**config.mk**
```make
export PLATFORM = sky130hd
export DESIGN_NAME = counter_update_sched_flat
export DESIGN_NICKNAME = d
export VERILOG_FILES = /design/src/rtl/counter_update_sched_if.sv /design/src/rtl/counter_update_sched.sv /design/src/flat_wrapper.sv
export SDC_FILE = /design/constraint.sdc
export NUM_CORES = 1
export LEC_CHECK = 0
export BUFFER_PORTS_ARGS = -buffer_cell sky130_fd_sc_hd__clkbuf_2
export CORE_ASPECT_RATIO = 0.8
export CORE_MARGIN = 2
export CORE_UTILIZATION = 30
export DETAILED_ROUTE_END_ITERATION = 10
export GPL_ROUTABILITY_DRIVEN = 0
export PLACE_DENSITY = 0.7
export SYNTH_ARGS = -nofsm -noshare
export SYNTH_HDL_FRONTEND = slang
export SYNTH_SLANG_ARGS = --single-unit
```
**constraint.sdc**
```tcl
create_clock -name clk -period 2.2 [get_ports clk]
set_input_delay 0.44 -clock clk [delete_from_list [all_inputs] [get_ports clk]]
set_output_delay 0.44 -clock clk [all_outputs]
set_load 0.02 [all_outputs]
```
**src/rtl/counter_update_sched_if.sv**
```systemverilog
// Request, SRAM and gencounter signals of counter_update_sched bundled as one interface.
// master = environment side (requesters, SRAM, gencounter); slave = the scheduler.
interface counter_update_sched_if #(
    parameter int C_ID_WIDTH      = 12,
    parameter int C_COUNTER_WIDTH = 20,
    parameter int C_PD_WIDTH      = 32
);
    logic                       pkt_valid;
    logic                       pkt_ready;
    logic [C_ID_WIDTH-1:0]      pkt_id;
    logic [C_PD_WIDTH-1:0]      pkt_pd;

    logic                       cfg_valid;
    logic                       cfg_ready;
    logic                       cfg_op;
    logic [C_ID_WIDTH-1:0]      cfg_id;
    logic                       cfg_rd_valid;
    logic [C_COUNTER_WIDTH-1:0] cfg_rd_data;

    logic                       mem_rd_en;
    logic [C_ID_WIDTH-1:0]      mem_rd_addr;
    logic [C_COUNTER_WIDTH-1:0] mem_rd_data;
    logic                       mem_wr_en;
    logic [C_ID_WIDTH-1:0]      mem_wr_addr;
    logic [C_COUNTER_WIDTH-1:0] mem_wr_data;

    logic                       gen_counter_valid;
    logic [C_COUNTER_WIDTH-1:0] gen_counter_value;
    logic                       gen_pd_valid;
    logic [C_PD_WIDTH-1:0]      gen_pd_value;
    logic [C_ID_WIDTH-1:0]      gen_id_value;
    logic                       gen_update_valid;
    logic [C_COUNTER_WIDTH-1:0] gen_counter_new;
    logic [C_ID_WIDTH-1:0]      gen_id_next;

    logic                       err_timeout;
    logic                       err_id_mismatch;

    modport master (
        output pkt_valid, pkt_id, pkt_pd,
        output cfg_valid, cfg_op, cfg_id,
        output mem_rd_data,
        output gen_update_valid, gen_counter_new, gen_id_next,
        input  pkt_ready, cfg_ready, cfg_rd_valid, cfg_rd_data,
        input  mem_rd_en, mem_rd_addr, mem_wr_en, mem_wr_addr, mem_wr_data,
        input  gen_counter_valid, gen_counter_value, gen_pd_valid, gen_pd_value, gen_id_value,
        input  err_timeout, err_id_mismatch
    );

    modport slave (
        input  pkt_valid, pkt_id, pkt_pd,
        input  cfg_valid, cfg_op, cfg_id,
        input  mem_rd_data,
        input  gen_update_valid, gen_counter_new, gen_id_next,
        output pkt_ready, cfg_ready, cfg_rd_valid, cfg_rd_data,
        output mem_rd_en, mem_rd_addr, mem_wr_en, mem_wr_addr, mem_wr_data,
        output gen_counter_valid, gen_counter_value, gen_pd_valid, gen_pd_value, gen_id_value,
        output err_timeout, err_id_mismatch
    );
endinterface

```
**src/rtl/counter_update_sched.sv**
```systemverilog
// Round-robin read-modify-write scheduler for per-flow counters in a 1-cycle SRAM, via gencounter.
// Optional COUNTER_SAT_EN: an all-ones counter is rewritten unchanged instead of wrapping.
//
// state | meaning
// IDLE  | arbitrate pkt/cfg requesters, accept one operation
// RD    | SRAM read of latched id
// CALC  | hand SRAM value to gencounter (exact +1 or probabilistic request)
// WAIT  | wait for gencounter response, write back or flag error / timeout
// RESP  | capture SRAM value as cfg READ response
// CLR   | write zero to latched id
module counter_update_sched #(
    parameter int C_ID_WIDTH      = 12,
    parameter int C_COUNTER_WIDTH = 20,
    parameter int C_PD_WIDTH      = 32,
    parameter int SMALL_THRESH    = 16,
    parameter int RESP_TIMEOUT    = 4
) (
    input logic                   clk,
    input logic                   rst,
    counter_update_sched_if.slave bus
);

    typedef enum logic [2:0] {IDLE, RD, CALC, WAIT, RESP, CLR} state_t;

    localparam int TW = $clog2(RESP_TIMEOUT + 1);
    localparam logic [TW-1:0]              TMR_LOAD = TW'(RESP_TIMEOUT - 1);
    localparam logic [C_COUNTER_WIDTH-1:0] THRESH   = C_COUNTER_WIDTH'(SMALL_THRESH);
    localparam logic [C_COUNTER_WIDTH-1:0] CNT_ONE  = C_COUNTER_WIDTH'(1);

    state_t                     state;
    state_t                     state_nxt;
    logic [C_ID_WIDTH-1:0]      id_q;
    logic [C_PD_WIDTH-1:0]      pd_q;
    logic                       src_cfg_q;
    logic                       rr_ptr_cfg;
    logic [TW-1:0]              tmr_q;
    logic                       cfg_rd_valid_q;
    logic [C_COUNTER_WIDTH-1:0] cfg_rd_data_q;
    logic                       err_timeout_q;
    logic                       err_id_mismatch_q;

    logic                       grant_pkt;
    logic                       grant_cfg;
    logic                       accept_pkt;
    logic                       accept_cfg;
    logic                       sat_hit;
    logic                       small_hit;
    logic                       timeout_hit;
    logic                       mismatch_hit;

    logic                       pkt_ready;
    logic                       cfg_ready;
    logic                       mem_rd_en;
    logic [C_ID_WIDTH-1:0]      mem_rd_addr;
    logic                       mem_wr_en;
    logic [C_ID_WIDTH-1:0]      mem_wr_addr;
    logic [C_COUNTER_WIDTH-1:0] mem_wr_data;
    logic                       gen_counter_valid;
    logic [C_COUNTER_WIDTH-1:0] gen_counter_value;
    logic                       gen_pd_valid;
    logic [C_PD_WIDTH-1:0]      gen_pd_value;
    logic [C_ID_WIDTH-1:0]      gen_id_value;

    // rr_ptr_cfg set means cfg wins the next tie; cleared by reset so pkt goes first.
    assign grant_pkt  = bus.pkt_valid && (!bus.cfg_valid || !rr_ptr_cfg);
    assign grant_cfg  = bus.cfg_valid && (!bus.pkt_valid ||  rr_ptr_cfg);
    assign accept_pkt = (state == IDLE) && grant_pkt;
    assign accept_cfg = (state == IDLE) && grant_cfg;

    assign small_hit = (bus.mem_rd_data < THRESH);
`ifdef COUNTER_SAT_EN
    assign sat_hit = (bus.mem_rd_data == '1);
`else
    assign sat_hit = 1'b0;
`endif

    always_comb begin
        state_nxt         = state;
        pkt_ready         = 1'b0;
        cfg_ready         = 1'b0;
        mem_rd_en         = 1'b0;
        mem_rd_addr       = '0;
        mem_wr_en         = 1'b0;
        mem_wr_addr       = '0;
        mem_wr_data       = '0;
        gen_counter_valid = 1'b0;
        gen_counter_value = '0;
        gen_pd_valid      = 1'b0;
        gen_pd_value      = '0;
        gen_id_value      = '0;
        timeout_hit       = 1'b0;
        mismatch_hit      = 1'b0;
        case (state)
            IDLE: begin
                pkt_ready = grant_pkt;
                cfg_ready = grant_cfg;
                if (grant_pkt) begin
                    state_nxt = RD;
                end else if (grant_cfg) begin
                    state_nxt = bus.cfg_op ? CLR : RD;
                end
            end
            RD: begin
                mem_rd_en   = 1'b1;
                mem_rd_addr = id_q;
                state_nxt   = src_cfg_q ? RESP : CALC;
            end
            CALC: begin
                gen_id_value = id_q;
                if (sat_hit) begin
                    gen_counter_valid = 1'b1;
                    gen_counter_value = bus.mem_rd_data;
                end else if (small_hit) begin
                    gen_counter_valid = 1'b1;
                    gen_counter_value = bus.mem_rd_data + CNT_ONE;
                end else begin
                    gen_pd_valid      = 1'b1;
                    gen_pd_value      = pd_q;
                    gen_counter_value = bus.mem_rd_data;
                end
                state_nxt = WAIT;
            end
            WAIT: begin
                // A response arriving in the last allowed cycle still wins over the timeout.
                if (bus.gen_update_valid) begin
                    if (bus.gen_id_next == id_q) begin
                        mem_wr_en   = 1'b1;
                        mem_wr_addr = id_q;
                        mem_wr_data = bus.gen_counter_new;
                    end else begin
                        mismatch_hit = 1'b1;
                    end
                    state_nxt = IDLE;
                end else if (tmr_q == '0) begin
                    timeout_hit = 1'b1;
                    state_nxt   = IDLE;
                end
            end
            RESP: begin
                state_nxt = IDLE;
            end
            CLR: begin
                mem_wr_en   = 1'b1;
                mem_wr_addr = id_q;
                mem_wr_data = '0;
                state_nxt   = IDLE;
            end
            default: begin
                state_nxt = IDLE;
            end
        endcase
    end

    always_ff @(posedge clk or posedge rst) begin
        if (rst) begin
            state             <= IDLE;
            id_q              <= '0;
            pd_q              <= '0;
            src_cfg_q         <= 1'b0;
            rr_ptr_cfg        <= 1'b0;
            tmr_q             <= '0;
            cfg_rd_valid_q    <= 1'b0;
            cfg_rd_data_q     <= '0;
            err_timeout_q     <= 1'b0;
            err_id_mismatch_q <= 1'b0;
        end else begin
            state <= state_nxt;
            if (accept_pkt) begin
                id_q       <= bus.pkt_id;
                pd_q       <= bus.pkt_pd;
                src_cfg_q  <= 1'b0;
                rr_ptr_cfg <= 1'b1;
            end else if (accept_cfg) begin
                id_q       <= bus.cfg_id;
                src_cfg_q  <= 1'b1;
                rr_ptr_cfg <= 1'b0;
            end
            // Down-counter: WAIT lasts at most RESP_TIMEOUT cycles, expiring at zero.
            if (state == CALC) begin
                tmr_q <= TMR_LOAD;
            end else if ((state == WAIT) && (tmr_q != '0)) begin
                tmr_q <= tmr_q - TW'(1);
            end
            cfg_rd_valid_q <= (state == RESP);
            if (state == RESP) begin
                cfg_rd_data_q <= bus.mem_rd_data;
            end
            err_timeout_q     <= timeout_hit;
            err_id_mismatch_q <= mismatch_hit;
        end
    end

    assign bus.pkt_ready         = pkt_ready;
    assign bus.cfg_ready         = cfg_ready;
    assign bus.cfg_rd_valid      = cfg_rd_valid_q;
    assign bus.cfg_rd_data       = cfg_rd_data_q;
    assign bus.mem_rd_en         = mem_rd_en;
    assign bus.mem_rd_addr       = mem_rd_addr;
    assign bus.mem_wr_en         = mem_wr_en;
    assign bus.mem_wr_addr       = mem_wr_addr;
    assign bus.mem_wr_data       = mem_wr_data;
    assign bus.gen_counter_valid = gen_counter_valid;
    assign bus.gen_counter_value = gen_counter_value;
    assign bus.gen_pd_valid      = gen_pd_valid;
    assign bus.gen_pd_value      = gen_pd_value;
    assign bus.gen_id_value      = gen_id_value;
    assign bus.err_timeout       = err_timeout_q;
    assign bus.err_id_mismatch   = err_id_mismatch_q;

endmodule
```
**src/flat_wrapper.sv**
```systemverilog
// flat-port wrapper written by rule: the top's interface ports become plain ports
module counter_update_sched_flat 
#(
    parameter int C_ID_WIDTH      = 12,
    parameter int C_COUNTER_WIDTH = 20,
    parameter int C_PD_WIDTH      = 32,
    parameter int SMALL_THRESH    = 16,
    parameter int RESP_TIMEOUT    = 4
)
  (clk, rst, bus_pkt_valid, bus_pkt_id, bus_pkt_pd, bus_cfg_valid, bus_cfg_op, bus_cfg_id, bus_mem_rd_data, bus_gen_update_valid, bus_gen_counter_new, bus_gen_id_next, bus_pkt_ready, bus_cfg_ready, bus_cfg_rd_valid, bus_cfg_rd_data, bus_mem_rd_en, bus_mem_rd_addr, bus_mem_wr_en, bus_mem_wr_addr, bus_mem_wr_data, bus_gen_counter_valid, bus_gen_counter_value, bus_gen_pd_valid, bus_gen_pd_value, bus_gen_id_value, bus_err_timeout, bus_err_id_mismatch);
  counter_update_sched_if #(.C_ID_WIDTH(C_ID_WIDTH), .C_COUNTER_WIDTH(C_COUNTER_WIDTH), .C_PD_WIDTH(C_PD_WIDTH)) bus_i ();
  input logic clk;
  input logic rst;
  input wire logic [$bits(bus_i.pkt_valid)-1:0] bus_pkt_valid;
  input wire logic [$bits(bus_i.pkt_id)-1:0] bus_pkt_id;
  input wire logic [$bits(bus_i.pkt_pd)-1:0] bus_pkt_pd;
  input wire logic [$bits(bus_i.cfg_valid)-1:0] bus_cfg_valid;
  input wire logic [$bits(bus_i.cfg_op)-1:0] bus_cfg_op;
  input wire logic [$bits(bus_i.cfg_id)-1:0] bus_cfg_id;
  input wire logic [$bits(bus_i.mem_rd_data)-1:0] bus_mem_rd_data;
  input wire logic [$bits(bus_i.gen_update_valid)-1:0] bus_gen_update_valid;
  input wire logic [$bits(bus_i.gen_counter_new)-1:0] bus_gen_counter_new;
  input wire logic [$bits(bus_i.gen_id_next)-1:0] bus_gen_id_next;
  output wire logic [$bits(bus_i.pkt_ready)-1:0] bus_pkt_ready;
  output wire logic [$bits(bus_i.cfg_ready)-1:0] bus_cfg_ready;
  output wire logic [$bits(bus_i.cfg_rd_valid)-1:0] bus_cfg_rd_valid;
  output wire logic [$bits(bus_i.cfg_rd_data)-1:0] bus_cfg_rd_data;
  output wire logic [$bits(bus_i.mem_rd_en)-1:0] bus_mem_rd_en;
  output wire logic [$bits(bus_i.mem_rd_addr)-1:0] bus_mem_rd_addr;
  output wire logic [$bits(bus_i.mem_wr_en)-1:0] bus_mem_wr_en;
  output wire logic [$bits(bus_i.mem_wr_addr)-1:0] bus_mem_wr_addr;
  output wire logic [$bits(bus_i.mem_wr_data)-1:0] bus_mem_wr_data;
  output wire logic [$bits(bus_i.gen_counter_valid)-1:0] bus_gen_counter_valid;
  output wire logic [$bits(bus_i.gen_counter_value)-1:0] bus_gen_counter_value;
  output wire logic [$bits(bus_i.gen_pd_valid)-1:0] bus_gen_pd_valid;
  output wire logic [$bits(bus_i.gen_pd_value)-1:0] bus_gen_pd_value;
  output wire logic [$bits(bus_i.gen_id_value)-1:0] bus_gen_id_value;
  output wire logic [$bits(bus_i.err_timeout)-1:0] bus_err_timeout;
  output wire logic [$bits(bus_i.err_id_mismatch)-1:0] bus_err_id_mismatch;
  assign bus_i.pkt_valid = bus_pkt_valid;
  assign bus_i.pkt_id = bus_pkt_id;
  assign bus_i.pkt_pd = bus_pkt_pd;
  assign bus_i.cfg_valid = bus_cfg_valid;
  assign bus_i.cfg_op = bus_cfg_op;
  assign bus_i.cfg_id = bus_cfg_id;
  assign bus_i.mem_rd_data = bus_mem_rd_data;
  assign bus_i.gen_update_valid = bus_gen_update_valid;
  assign bus_i.gen_counter_new = bus_gen_counter_new;
  assign bus_i.gen_id_next = bus_gen_id_next;
  assign bus_pkt_ready = bus_i.pkt_ready;
  assign bus_cfg_ready = bus_i.cfg_ready;
  assign bus_cfg_rd_valid = bus_i.cfg_rd_valid;
  assign bus_cfg_rd_data = bus_i.cfg_rd_data;
  assign bus_mem_rd_en = bus_i.mem_rd_en;
  assign bus_mem_rd_addr = bus_i.mem_rd_addr;
  assign bus_mem_wr_en = bus_i.mem_wr_en;
  assign bus_mem_wr_addr = bus_i.mem_wr_addr;
  assign bus_mem_wr_data = bus_i.mem_wr_data;
  assign bus_gen_counter_valid = bus_i.gen_counter_valid;
  assign bus_gen_counter_value = bus_i.gen_counter_value;
  assign bus_gen_pd_valid = bus_i.gen_pd_valid;
  assign bus_gen_pd_value = bus_i.gen_pd_value;
  assign bus_gen_id_value = bus_i.gen_id_value;
  assign bus_err_timeout = bus_i.err_timeout;
  assign bus_err_id_mismatch = bus_i.err_id_mismatch;
  counter_update_sched #(.C_ID_WIDTH(C_ID_WIDTH), .C_COUNTER_WIDTH(C_COUNTER_WIDTH), .C_PD_WIDTH(C_PD_WIDTH), .SMALL_THRESH(SMALL_THRESH), .RESP_TIMEOUT(RESP_TIMEOUT)) u_core (.clk(clk), .rst(rst), .bus(bus_i));
endmodule
```
Word level (Yosys, flattened, before mapping)

Index checks and enable logic that the tools add are counted.

Register bits after elaboration: 75
Latch bits: 0
Bits in writable memories: 0
Memory bits (read-only): 0
Output and inout bits: 137
Logic and storage cells: 80
Memories kept: 0

Add/subtract/negate cells: 2
Multiply operators: 0
Divide/modulo/power cells: 0
$lt $le $gt $ge: 1
Equality and inequality tests: 8
Shift-type cells: 0
Multiplexer cells: 43
Bitwise logic cells: 0
Reductions and logical operators: 16

Operators by type and width:

| operator                                                                 | number |
|---|---|
| 20-bit 2-to-1 mux                                                        | 5 |
| 12-bit 2-to-1 mux                                                        | 6 |
| 32-bit 2-to-1 mux                                                        | 2 |
| 3-bit 2-to-1 mux                                                         | 8 |
| 12-bit case mux with 2 select lines                                      | 1 |
| 20-bit by 1-bit adder with 20-bit output (second input constant)         | 1 |
| 20-bit by 5-bit < comparator with 1-bit output (second input constant)   | 1 |
| 1-bit 2-to-1 mux                                                         | 19 |
| 12-bit == test                                                           | 1 |
| 3-bit case mux with 4 select lines                                       | 1 |
| 3-bit by 2-bit == test with 1-bit output (second input constant)         | 2 |
| 3-bit == test (second input constant)                                    | 2 |
| 3-bit logical NOT                                                        | 2 |
| 1-bit logical AND                                                        | 5 |
| 2-bit nonzero test                                                       | 2 |
| 3-bit by 1-bit == test with 1-bit output (second input constant)         | 1 |
| 1-bit logical NOT                                                        | 3 |
| 3-bit by 1-bit inequality test with 1-bit output (second input constant) | 1 |
| 3-bit by 2-bit inequality test with 1-bit output (second input constant) | 1 |
| 3-bit nonzero test                                                       | 1 |
| 3-bit by 1-bit subtractor with 3-bit output (second input constant)      | 1 |
| 1-bit logical OR                                                         | 2 |
| 1-bit case mux with 2 select lines                                       | 1 |
| 2-bit AND reduction                                                      | 1 |

Depth between registers and ports, before layout

Gate-level depths: netlist of the first run.

Word-level depth: 6
Mapped depth: 7

Worst setup path after synthesis of the first run

No wires, ideal clock.

Kind: reg2out
Start point: register u_core.state[2]
End point: output port bus_mem_wr_addr[0]
Data arrival time: 1.824 ns
Data required time: 1.760 ns
Path slack: -0.064 ns
Cell stages (with the launch flop): 6
Buffers on the path: 1
Cell sequence: dfrtp_1 -> buf_6 -> and3b_2 -> nand2_2 -> or4_4 -> a21boi_0

Longest elaborated chain between the ends: 2
Elaborated cells between the ends (all ways): 3
Classes of those cells: eq/ne: 2; mux: 1

Ends and longest elaborated chain:

| element                                                                   | line                        | source |
|---|---|---|
| start: declaration                                                        | counter_update_sched.sv:30  | `state_t state;` |
| start signal: assignment                                                  | counter_update_sched.sv:167 | `state <= state_nxt;` |
| 3-bit == test or 3-bit by 2-bit == test with 1-bit output (tied branches) | counter_update_sched.sv:93  | `case (state)` |
| 12-bit case mux with 2 select lines *                                     | counter_update_sched.sv:93  |  |
| end: declaration                                                          | flat_wrapper.sv:31          | `output wire logic [$bits(bus_i.mem_wr_addr)-1:0] bus_mem_wr_addr;` |

Every way passes the cells marked *; elsewhere a longest branch is shown, timed or not.

Worst setup path in the final report of the first run

Start point: register u_core.state[2]
End point: output port bus_mem_wr_addr[1]

Same word-level chain as after synthesis.

==> summary by stage, run 1 <==
Timing
The fmax is 377 MHz. In this run the tightest slew margin relative to its limit is 71.5%. The setup skew after layout is between 0.006 and 0.007 ns. Counting I/O delays and the setup requirement, the final critical path takes about 2.7 ns. The number of hold-slack violations in the final timing report is 0. After layout, the worst path uses 121% of the clock period. The setup violation total in the final timing report is 34.

The final count of pins violating max slew is 0. The actual transition at the worst max-transition pin is 0.427 ns. Once routing completed, OpenROAD measured the worst setup slack at -0.455 ns.

Setup repair after global routing could not meet its margin everywhere.

Run status
The run finished, with violations left. The final reports fail on setup timing.

CTS
The insertion delay of the later-clocked pin in the worst-skew pair is 0.33 ns. The CTS clock-pin slew for the worst setup and hold paths is ~0.060 ns. The number of buffers added to fix hold violations after cts is 0.

For this design, the sink count on the clock tree is 75. Counting the buffers created by CTS gives 9. The maximum level of the CTS H-tree is 3. The tree is rooted in a sky130_fd_sc_hd__clkbuf_16. The maximum clock path buffer count is 2. The TritonCTS clock tree is done.

Floorplanning
For this configuration, the core starts out at a cell density of 31.2%. The die covers 14,500 sq um. In this run the standard cell core region covers roughly 13,000 sq um. The floorplan row count is 37. From bottom edge to top edge, the die measures roughly 110 um. In this run the horizontal extent of the chip is 134 um. The count of pins on the block boundary is 251.

Pwr
The power spent charging and discharging nets is around 3200 uW. The sequential share of power is between 20% and 30%. In this run the power density over the cells is between 1000 and 1500 nW/um^2. Net switching is 37.7% of the power.

The internal power of the cells totals 5260 uW. The clock network fraction of total power is about a fifth. Combinational logic is responsible for just over 50% of the overall power. For this design the static power due to leakage is 0.00370 uW. IR analysis of the VDD net gives a maximum drop of 0.638 mV.

Synthesis
The mapped cell area is around 4000 sq um. The number of instances in the synthesized netlist is roughly 380. The leading area contributor after synthesis is sky130_fd_sc_hd__dfrtp_1.

The most common flop cell mapped by yosys is sky130_fd_sc_hd__dfrtp_1. sky130_fd_sc_hd__dfrtp_1 is the most common cell in the netlist. The post-synthesis async set-or-reset flop share is 100%. Yosys mapped a number of flops with a built-in enable equal to 0. The number of distinct standard cells referenced by the synthesized netlist is 38. The net count after synthesis is 495. The commonest cells after synthesis are sky130_fd_sc_hd__dfrtp_1, sky130_fd_sc_hd__and2_1, sky130_fd_sc_hd__mux2_2.

After synthesis, flip-flops and latches occupy 46.3% of the total area. The top cell type by area accounts for 46.3% of the synthesized area. The number of storage elements in the synthesis netlist is 75. After synthesis, the cell types taking the most area are sky130_fd_sc_hd__dfrtp_1, sky130_fd_sc_hd__mux2_2, sky130_fd_sc_hd__and2_1. The number of warning messages in the yosys log is 0. After synthesis, the mean cell area works out to 10.7 sq um.

Route
The count of nets left with antenna violations once routing finished came out at 0. Dividing the detail-routed wire length by the instance count gives 18.1 um. The first TritonRoute pass finished after 4 iterations. In the routed design, unresolved DRC markers number 0.

Using the TritonRoute via totals, the vias-per-cell ratio works out to 4.83. Summing over every cut layer, the via total after detailed routing is 4,078. The DRC violation total after the first TritonRoute iteration is 173. Wires add up to 15.3 mm.

Setup path
The number of buffers and inverters on the critical path is 1. STA classifies the critical path startpoint as a flip-flop. The worst reg2reg path depth is 5. Data on the critical path arrives at its endpoint at 2.21 ns. Walking the worst path, the cells encountered are and3b_2, nand2_2, or4_4, a21boi_0, clkbuf_2. Setup slack on the worst reg-to-reg path comes out at 0.45 ns. In this run the worst setup path begins at u_core.state[2]$_DFFE_PP0P_. STA classifies the critical path endpoint as an output pin. The peak fanout along the critical path is 6.

The critical path class is reg2out. The largest single stage delay on the critical path is 0.63 ns. In this run the critical register-to-register path is launched from u_core.state[1]$_DFFE_PP0P_.

The critical path data required time is 1.76 ns. On the critical path, the stage with the largest delay is an instance of sky130_fd_sc_hd__or4_4. In this run the number of cells on the critical path is 5.

In this design, the largest share of critical-path delay is due to simple AND/OR/NAND/NOR gates.

Global route
The global-route wire length before repair is 21.4 mm. After global routing the overflow that remains totals 0. The overall routing resource usage is 18.9%. The maximum number of pins on one net before global-route repair is 59. The via count of the first global-routing pass is ~4.1k. The number of antenna violations at the first check in global routing is 0.

Finish
The number of diodes is 0. The share of cells above drive strength 1 is around two thirds. The fill cell total of the finished layout is roughly 1.1k. The register area is 1880 sq um. The final cell count without fillers is about 840.

The final layout contains 782 nets. The multi-input combinational cells in the finished layout cover a total of 2260 sq um. Once layout is complete, the utilization of the core stands at 56.1%. The layout overhead on the synthesized area is 80.0%.

Placed design
Port buffering added 250 buffers. The wire-length estimate of the detail-placed layout is between 9 and 10 mm. The instance count after placement with tap cells included is 811.

Min path
The worst hold path belongs to the class in2async.

Run
The number of max-cap violations is 0.
[cell usage in the layout, fill, tap and decap left out, drive strengths merged, types with 2 or more instances in the layout]
cell type | netlist | final
a21oi | 14 | 14
o21ai | 3 | 3
nor2b | 2 | 2
mux2i | 13 | 13
and3 | 32 | 32
xor2 | 2 | 2
inv | 7 | 6
nand3 | 5 | 5
xnor2 | 13 | 13
nor2 | 18 | 18
bufinv | 0 | 2
and2 | 60 | 60
ha | 3 | 3
nor3b | 3 | 3
nor4 | 5 | 5
nor3 | 4 | 4
mux2 | 52 | 52
clkinv | 0 | 2
nand2b | 2 | 2
or3 | 2 | 2
clkinvlp | 0 | 2
clkbuf | 18 | 184
buf | 10 | 129
dfrtp | 75 | 75
nand2 | 9 | 9
a21boi | 12 | 12
nand4 | 4 | 4
[final timing paths]
check                                                          to
max                                            bus_mem_wr_addr[1]
min                        u_core.bus.cfg_rd_data[17]$_DFFE_PP0P_
max reg2reg                           u_core.pd_q[29]$_DFFE_PP0P_
min reg2reg                            u_core.pd_q[7]$_DFFE_PP0P_
max in group asynchronous             u_core.pd_q[16]$_DFFE_PP0P_
min in group clk                      u_core.pd_q[18]$_DFFE_PP0P_
[state kept, by name, summed over array words and instances (netlist names)]
register / count
u_core.bus.cfg_rd_valid: 1
u_core.bus.err_timeout: 1
u_core.bus.err_id_mismatch: 1
u_core.rr_ptr_cfg: 1
u_core.state: 3
u_core.src_cfg_q: 1
u_core.id_q: 12
u_core.pd_q: 32
u_core.bus.cfg_rd_data: 20
u_core.tmr_q: 3
[per-stage QoR]
step	worst slack [ns]	TNS [ns]	area [sq um]	hold WS [ns]	total power, uW
CTS	-0.380	-10.63	6670	0.103	8020
global route	-0.519	-16.17	7300	0.113	8930
detailed placement	-0.288	-12.89	5730	0.457	6190
finish	-0.455	-11.55	7300	0.0952	8440
global placement	-0.264	-9.50	5730	0.455	6050
floorplan	-0.0641	-0.192	4060	0.460	4790
[worst reg2reg max path, cell delays in order (launching register included)]
cell and delay, ns:
sky130_fd_sc_hd__dfrtp_1 0.38, sky130_fd_sc_hd__buf_4 0.17, sky130_fd_sc_hd__nor3_1 0.31, sky130_fd_sc_hd__nand3_2 0.14, sky130_fd_sc_hd__buf_4 0.28, sky130_fd_sc_hd__mux2_2 0.35
[layout make-up]
class                   instances  share of cell area [%]
repair buffers                304                    35.5
multi-input cells             268                    31.0
well taps                     175                    3.00
clock buffers                  10                    3.27
inverters                       7                   0.411
clock inverters                 5                    1.06
flip-flops and latches         75                    25.7
[kinds of logic after synthesis]
group	Yosys count	synth area share (%)
AOI/OAI and AO/OA	35	6.33
xor gates and xnor gates	15	3.24
adders and majority gates	3	0.926
buffers and inverters	35	3.92
DFF	75	46.3
muxes	65	17.6
and+or+nand+nor	150	21.7
[power groups by stage]
| stage | clock network, uW | logic [uW] | registers (uW) |
|---|---|---|---|
| after floorplan | 0 | 2170 | 2620 |
| after global placement | 0 | 3630 | 2420 |
| after detailed placement | 0 | 3720 | 2470 |
| after CTS | 1620 | 3940 | 2460 |
| after global routing | 1690 | 4680 | 2560 |
| final | 1580 | 4370 | 2480 |
[repair_timing]
item,4_1_cts,5_1_grt
setup endpoints to repair,77,103
gates cloned,4,4
pin swaps,16,19
buffers inserted,8,3
endpoints found under the hold margin,0,0
gates resized for setup,105,238
[per-layer routing]
metal,track usage (%),vias up,wire length [um]
met3,5.63,19,1140
met5,0,-,0
met1,23.2,1994,6170
met4,4.56,0,229
li1,-,1877,-
met2,32.9,188,7760
No activity file was read; power rests on OpenSTA's default activity.
==> inputs of run 2 (changes only) <==
--- a/config.mk
+++ b/config.mk
@@ -12,6 +12,8 @@
 export DETAILED_ROUTE_END_ITERATION = 10
 export GPL_ROUTABILITY_DRIVEN = 0
 export PLACE_DENSITY = 0.7
+export RECOVER_POWER = 100
+export SETUP_SLACK_MARGIN = 0.05
 export SYNTH_ARGS = -nofsm -noshare
 export SYNTH_HDL_FRONTEND = slang
 export SYNTH_SLANG_ARGS = --single-unit
==> summary by stage, run 2 (synthesized netlist as in run 1, its figures left out) <==
CTS
The insertion delay of the later-clocked pin in the worst-skew pair is 0.33 ns (about the same). The CTS clock-pin slew for the worst setup and hold paths is 0.06 ns (about the same). The maximum level of the CTS H-tree is 3 (unchanged). The maximum clock path buffer count was 2 (unchanged).

The clock root buffer is sky130_fd_sc_hd__clkbuf_16 (unchanged). The count of clock tree sinks is 75 (unchanged). The TritonCTS clock tree is done (unchanged). The number of buffers inserted during clock tree synthesis is 9 (unchanged).

Timing
The fmax is 385 MHz (was 377 MHz). The time the final worst path needs with I/O delays and setup is 2.60 ns (was 2.65 ns). The final-layout worst hold slack is 0.193 ns (was 0.0952 ns). The setup TNS is -21.64 ns (was -11.55 ns). The setup violation total in the final timing report is 104 (was 34).

The final count of pins violating max slew is 0 (unchanged). The number of hold-slack violations in the final timing report is 0 (unchanged). The relative slew slack is 44.6% (was 71.5%). The setup skew after layout is 0.00476 ns (was 0.00603 ns). The period utilization is 118% (was 121%).

The minimum setup slack in the final design is -0.399 ns (was -0.455 ns). The actual transition at the worst max-transition pin is 0.831 ns (was 0.427 ns). RSZ-0062 raised after global routing: yes (unchanged).

Run
The number of max-cap violations was 0 (unchanged).

Setup path
The kind of end point of the critical path is an output pin (unchanged). The startpoint of the worst setup timing path is u_core.state[2]$_DFFE_PP0P_ (unchanged). The reg-to-reg endpoint is u_core.bus.cfg_rd_data[12]$_DFFE_PP0P_ (was u_core.pd_q[29]$_DFFE_PP0P_).

The critical path data required time came to 1.76 ns (about the same). The capture point of the worst path is bus_mem_wr_addr[2] (was bus_mem_wr_addr[1]). The nature of the critical path startpoint is a flip-flop (unchanged). The peak fanout along the critical path came to 6 (unchanged). The worst setup slack for register-to-register paths is 0.16 ns (was 0.45 ns). The data arrival time of the critical path is 2.16 ns (was 2.21 ns). The critical path class is reg2out (unchanged). The startpoint of the most critical register-to-register path is u_core.state[0]$_DFFE_PP0P_ (was u_core.state[1]$_DFFE_PP0P_). The worst reg2reg path depth is 6 (was 5).

Global route
The global-route congestion overflow total is 0 (unchanged). The global-route wire length before repair is 23.8 mm (was 21.4 mm). The number of antenna violations at the first check in global routing was 0 (unchanged). The via count of the first global-routing pass came to 4,500 (was 4,134). The overall routing resource usage was 21.3% (was 18.9%). The maximum number of pins on one net before global-route repair is 59 (unchanged).

Pwr
The largest vdd supply drop came to 0.651 mV (was 0.638 mV). The internal power of the cells was 5560 uW (was 5260 uW). The sequential share of power came to 28.1% (was 29.4%). The leakage power came to 0.00366 uW (was 0.00370 uW).

The areal power density over the cells is 1160 nW/um^2 (about the same). The portion of total power attributed to combinational logic is 54.1% (was 51.8%). The power spent charging and discharging nets came to 3340 uW (was 3180 uW). The clock network fraction of total power is 17.8% (was 18.8%).

The switching part of the total is 37.5% (was 37.7%).

Route
The remaining number of nets flagged by the antenna check after routing is 0 (unchanged). The number of remaining DRC errors came to 0 (unchanged). The routed wire length per instance is 19.0 um (was 18.1 um). The total via count after detailed routing was 4,165 (was 4,078). The DRC violation total after the first TritonRoute iteration is 174 (was 173). The number of search-and-repair iterations in the first detailed-routing pass is 4 (unchanged). The ratio of routed vias to standard cells was 4.88 (was 4.83). The total routed wirelength is 16.3 mm (was 15.3 mm).

Floorplanning
The horizontal die dimension is 134 um (unchanged). The count of pins on the block boundary is 251 (unchanged). The full die area is 14,500 sq um (unchanged). The starting utilization of the core area is 31.2% (unchanged). The floorplan row count came to 37 (unchanged). The core box area is 13,000 sq um (unchanged). The height of the die was 108 um (unchanged).

Finish
The number of diodes was 0 (unchanged). Commonest non-fill, non-tap cells in the layout: sky130_fd_sc_hd__clkbuf_2, sky130_fd_sc_hd__dfrtp_1, sky130_fd_sc_hd__buf_8, sky130_fd_sc_hd__mux2_2, sky130_fd_sc_hd__buf_4 (was sky130_fd_sc_hd__clkbuf_2, sky130_fd_sc_hd__dfrtp_1, sky130_fd_sc_hd__buf_6, sky130_fd_sc_hd__mux2_2, sky130_fd_sc_hd__buf_4). The layout overhead on the synthesized area is 88.4% (was 80.0%).

The final-stage net count is 792 (was 782). The share of cells above drive strength 1 came to 65.1% (was 65.5%). The final standard cell utilization of the core is 58.7% (was 56.1%).

The final cell count without fillers is 854 (was 844). The number of flip-flops in the largest register was 32 (unchanged). The most common library cell in the layout ignoring fill and taps is sky130_fd_sc_hd__clkbuf_2 (unchanged).

The largest register by flop count is u_core.pd_q (unchanged).

Placed design
The placed wire-length estimate after detailed placement was 9.69 mm (unchanged). The instance count after placement with tap cells included is 811 (unchanged). The quantity of I/O buffers inserted on ports was 250 (unchanged).

Run status
Outcome: finished with violations (unchanged). Failing checks: setup timing (unchanged).

Min path
The worst min-delay path class is in2async (unchanged).
==> run 2: cell type report <==
cell class,count,area [sq um]
Multi-Input combinational cell,269,2340
Timing Repair Buffer,313,2860
Inverter,7,27.5
Tap cell,175,219
Clock inverter,5,77.6
Clock buffer,10,239
Fill cell,1075,5370
Sequential cell,75,1880
==> run 2: through the flow <==
step	power (uW)	setup slack, ns	cell area, sq um
floorplan	4790	-0.0641	4060
finish	8900	-0.399	7640
CTS	8820	-0.380	7510
global route	9390	-0.464	7640
global placement	6050	-0.264	5730
detailed placement	6190	-0.288	5730
==> run 2: how the worst min path moves through the flow <==
stage,slack [ns],startpoint,cells past startpoint,end
global route,0.23,rst,2,u_core.bus.cfg_rd_data[17]$_DFFE_PP0P_
detailed placement,0.46,rst,2,u_core.bus.cfg_rd_data[8]$_DFFE_PP0P_
CTS,0.10,rst,2,u_core.bus.cfg_rd_valid$_DFF_PP0_
floorplan,0.46,u_core.rr_ptr_cfg$_DFFE_PP0P_,2,u_core.rr_ptr_cfg$_DFFE_PP0P_
global placement,0.45,rst,2,u_core.bus.cfg_rd_data[6]$_DFFE_PP0P_
finish,0.19,rst,2,u_core.bus.cfg_rd_data[17]$_DFFE_PP0P_
==> run 2: repair_timing <==
item                       in CTS  in global routing
setup endpoints to repair     111                113
gates cloned                   10                  2
hold buffers                    0                  0
gates resized for setup       263                116
pin swaps                      50                 25
setup buffers                  16                  7
==> run 2: power by group through the flow <==
stage                     Combinational, uW  Clock, uW  Sequential (uW)
after floorplan                        2170          0             2620
after global placement                 3630          0             2420
after detailed placement               3720          0             2470
after CTS                              4730       1620             2470
after global routing                   5130       1690             2580
final                                  4810       1590             2500
==> run 2: critical path, stage by stage, from the launching register on <==
cell and delay (ns):
sky130_fd_sc_hd__dfrtp_1 0.38, sky130_fd_sc_hd__and3b_2 0.26, sky130_fd_sc_hd__nand2_2 0.09, sky130_fd_sc_hd__or4_4 0.60, sky130_fd_sc_hd__buf_4 0.17, sky130_fd_sc_hd__a21boi_2 0.16, sky130_fd_sc_hd__clkbuf_8 0.17
==> run 2: layer usage <==
| metal | track usage [%] | vias up | share of wire [%] |
|---|---|---|---|
| met5 | 0 | - | 0 |
| met4 | 6.00 | 0 | 1.7 |
| met3 | 5.91 | 25 | 7.5 |
| met2 | 37.4 | 204 | 51 |
| met1 | 25.9 | 2039 | 40 |
| li1 | - | 1897 | - |
==> inputs of run 3 (changes only) <==
--- a/config.mk
+++ b/config.mk
@@ -5,13 +5,13 @@
 export SDC_FILE = /design/constraint.sdc
 export NUM_CORES = 1
 export LEC_CHECK = 0
-export BUFFER_PORTS_ARGS = -buffer_cell sky130_fd_sc_hd__clkbuf_2
-export CORE_ASPECT_RATIO = 0.8
-export CORE_MARGIN = 2
-export CORE_UTILIZATION = 30
+export CAP_MARGIN = 5
+export CORE_AREA = 2 2 98 100
 export DETAILED_ROUTE_END_ITERATION = 10
+export DIE_AREA = 0 0 100 102
+export DONT_BUFFER_PORTS = 1
 export GPL_ROUTABILITY_DRIVEN = 0
-export PLACE_DENSITY = 0.7
+export PLACE_DENSITY = 0.69
 export RECOVER_POWER = 100
 export SETUP_SLACK_MARGIN = 0.05
 export SYNTH_ARGS = -nofsm -noshare
==> summary by stage, run 3 (synthesized netlist as in run 1, its figures left out) <==
Run status
Outcome: finished with violations (unchanged). Failing checks: capacitance limit, slew limit, setup timing (was setup timing).

Finish
The share of cells above drive strength 1 is 53.1% (was 65.1%). Commonest non-fill, non-tap cells in the layout: sky130_fd_sc_hd__dfrtp_1, sky130_fd_sc_hd__mux2_2, sky130_fd_sc_hd__and2_4, sky130_fd_sc_hd__buf_4, sky130_fd_sc_hd__and3_4 (was sky130_fd_sc_hd__clkbuf_2, sky130_fd_sc_hd__dfrtp_1, sky130_fd_sc_hd__buf_8, sky130_fd_sc_hd__mux2_2, sky130_fd_sc_hd__buf_4). The largest register by flop count is u_core.pd_q (unchanged). The most common library cell in the layout ignoring fill and taps is sky130_fd_sc_hd__dfrtp_1 (was sky130_fd_sc_hd__clkbuf_2). The final cell count without fillers was 532 (was 854). The final design area excluding fillers came to 5200 sq um (was 7640 sq um). The layout overhead on the synthesized area is 28.2% (was 88.4%).

The final-stage net count is 532 (was 792). The final standard cell utilization of the core is 57.1% (was 58.7%). The number of flip-flops in the largest register is 32 (unchanged).

CTS
The insertion delay of the later-clocked pin in the worst-skew pair is 0.34 ns (was 0.33 ns). The CTS clock-pin slew for the worst setup and hold paths came to 0.08 ns (was 0.06 ns). The TritonCTS clock tree was done (unchanged). The clock root buffer is sky130_fd_sc_hd__clkbuf_8 (was sky130_fd_sc_hd__clkbuf_16). The number of buffers added to fix hold violations after cts is 0 (unchanged). The number of buffers inserted during clock tree synthesis came to 9 (unchanged).

The maximum clock path buffer count is 2 (unchanged). The maximum level of the CTS H-tree is 3 (unchanged). The count of clock tree sinks is 75 (unchanged).

Global route
The global-route wire length before repair is 15.8 mm (was 23.8 mm). The maximum number of pins on one net before global-route repair is 76 (was 59). The global-route congestion overflow total came to 0 (unchanged).

The via count of the first global-routing pass is 2,984 (was 4,500). The number of antenna violations at the first check in global routing came to 1 (was 0). The overall routing resource usage came to 20.1% (was 21.3%).

Pwr
The largest vdd supply drop came to 0.644 mV (was 0.651 mV). The clock network fraction of total power is 16.6% (was 17.8%). The portion of total power attributed to combinational logic is 45.9% (was 54.1%). The internal power of the cells is 4360 uW (was 5560 uW). The areal power density over the cells is 1390 nW/um^2 (was 1160 nW/um^2). The leakage power is 0.00234 uW (was 0.00366 uW). The switching part of the total was 39.7% (was 37.5%). The sequential share of power is 37.5% (was 28.1%).

The power spent charging and discharging nets is 2870 uW (was 3340 uW).

Route
The ratio of routed vias to standard cells is 5.75 (was 4.88). The total routed wirelength is 12.0 mm (was 16.3 mm). The routed wire length per instance is 22.5 um (was 19.0 um).

The remaining number of nets flagged by the antenna check after routing came to 0 (unchanged). The number of remaining DRC errors is 0 (unchanged). The DRC violation total after the first TritonRoute iteration is 153 (was 174).

The total via count after detailed routing is 3,057 (was 4,165). The number of search-and-repair iterations in the first detailed-routing pass is 4 (unchanged).

Floorplanning
The floorplan row count is 35 (was 37). The full die area is 10,200 sq um (was 14,500 sq um). The horizontal die dimension is 100 um (was 134 um). The count of pins on the block boundary is 251 (unchanged). The height of the die is 102 um (was 108 um). The core box area is 9110 sq um (was 13,000 sq um). The starting utilization of the core area is 44.5% (was 31.2%).

Setup path
The data arrival time of the critical path was 2.06 ns (was 2.16 ns). The critical path class is reg2out (unchanged). The critical path data required time is 1.76 ns (about the same). The nature of the critical path startpoint is a flip-flop (unchanged). The peak fanout along the critical path is 7 (was 6). The kind of end point of the critical path is an output pin (unchanged).

Timing
The minimum setup slack in the final design came to -0.300 ns (was -0.399 ns). The period utilization was 114% (was 118%). The setup skew after layout is 0.00841 ns (was 0.00476 ns). The relative slew slack is -25.5% (was 44.6%). The time the final worst path needs with I/O delays and setup is 2.50 ns (was 2.60 ns). The fmax is 400 MHz (was 385 MHz). The number of hold-slack violations in the final timing report is 0 (unchanged). The actual transition at the worst max-transition pin is 1.88 ns (was 0.831 ns). The setup violation total in the final timing report came to 103 (was 104). The final count of pins violating max slew is 76 (was 0). RSZ-0062 raised after global routing: yes (unchanged). The final-layout worst hold slack is 0.166 ns (was 0.193 ns).

Placed design
The instance count after placement with tap cells included is 500 (was 811). The total placed instance area came to 4390 sq um (was 5730 sq um). The quantity of I/O buffers inserted on ports is 0 (was 250). The placed wire-length estimate after detailed placement is 8.10 mm (was 9.69 mm).

Min path
The worst min-delay path class is in2reg (was in2async).

Run
The number of max-cap violations is 1 (was 0).
==> run 3: cell count changes in the layout (fill, tap and decap cells not counted), sizes merged <==
| cell | before | now |
|---|---|---|
| and2b | 2 | 1 |
| clkinvlp | 2 | 3 |
| buf | 122 | 44 |
| or4 | 1 | 2 |
| diode | 0 | 1 |
| clkbuf | 201 | 19 |
==> run 3: power by group through the flow <==
stage | Combinational (uW) | Clock, uW | Sequential, uW
finish | 3310 | 1200 | 2710
global route | 3540 | 1300 | 2790
CTS | 2930 | 1240 | 2690
detailed placement | 2840 | 0 | 2710
global placement | 2780 | 0 | 2670
floorplan | 2170 | 0 | 2620
==> run 3: stage by stage <==
stage          power (uW)  setup WS, ns  TNS (ns)
6_report             7230        -0.300    -16.27
5_1_grt              7620        -0.410    -26.22
4_1_cts              6860        -0.280     -7.64
3_5_place_dp         5550       -0.0536    -0.231
3_3_place_gp         5450       -0.0343    -0.109
2_1_floorplan        4790       -0.0641    -0.192
==> run 3: path summary, 6_finish.rpt <==
check                                               from                                endpoint  slack, ns  depth (start not counted)
min in group asynchronous                            rst             u_core.pd_q[23]$_DFFE_PP0P_       0.64                          2
max                          u_core.state[2]$_DFFE_PP0P_                      bus_mem_wr_addr[1]      -0.30                          5
max reg2reg                  u_core.state[0]$_DFFE_PP0P_             u_core.pd_q[12]$_DFFE_PP0P_       0.12                          5
min reg2reg                u_core.rr_ptr_cfg$_DFFE_PP0P_           u_core.rr_ptr_cfg$_DFFE_PP0P_       0.50                          2
min                                 bus_gen_update_valid        u_core.bus.err_timeout$_DFF_PP0_       0.17                          1
max in group asynchronous                            rst  u_core.bus.cfg_rd_data[17]$_DFFE_PP0P_       0.43                          2
==> run 3: worst max-delay path, cell delays in order, from the launching register on <==
cell and delay (ns):
sky130_fd_sc_hd__dfrtp_1 0.39, sky130_fd_sc_hd__and3b_1 0.28, sky130_fd_sc_hd__nand2_4 0.10, sky130_fd_sc_hd__or4_4 0.62, sky130_fd_sc_hd__a21boi_1 0.17, sky130_fd_sc_hd__buf_4 0.16
==> run 3: per-layer routing <==
layer	up-vias	wire length (um)	global-route usage (%)
met2	156	6140	34.6
met4	0	112	5.16
met1	1507	4630	23.9
met3	11	1070	7.52
met5	-	0	0
li1	1383	-	-
==> run 3: cell type report <==
class	count	area, sq um
clock buffer	10	138
timing repair buffer	53	503
clock inverter	6	88.8
sequential	75	1880
fill	754	3910
inverter	7	27.5
multi-input combinational	269	2420
antenna	1	2.50
tap	111	139
==> run 3: timing repair <==
action / 4_1_cts / 5_1_grt
setup endpoints to repair: 87 / 110
resized for setup: 71 / 124
pin swaps: 6 / 50
cloned: 1 / 7
endpoints found under the hold margin: 0 / 0
buffers inserted: 1 / 7
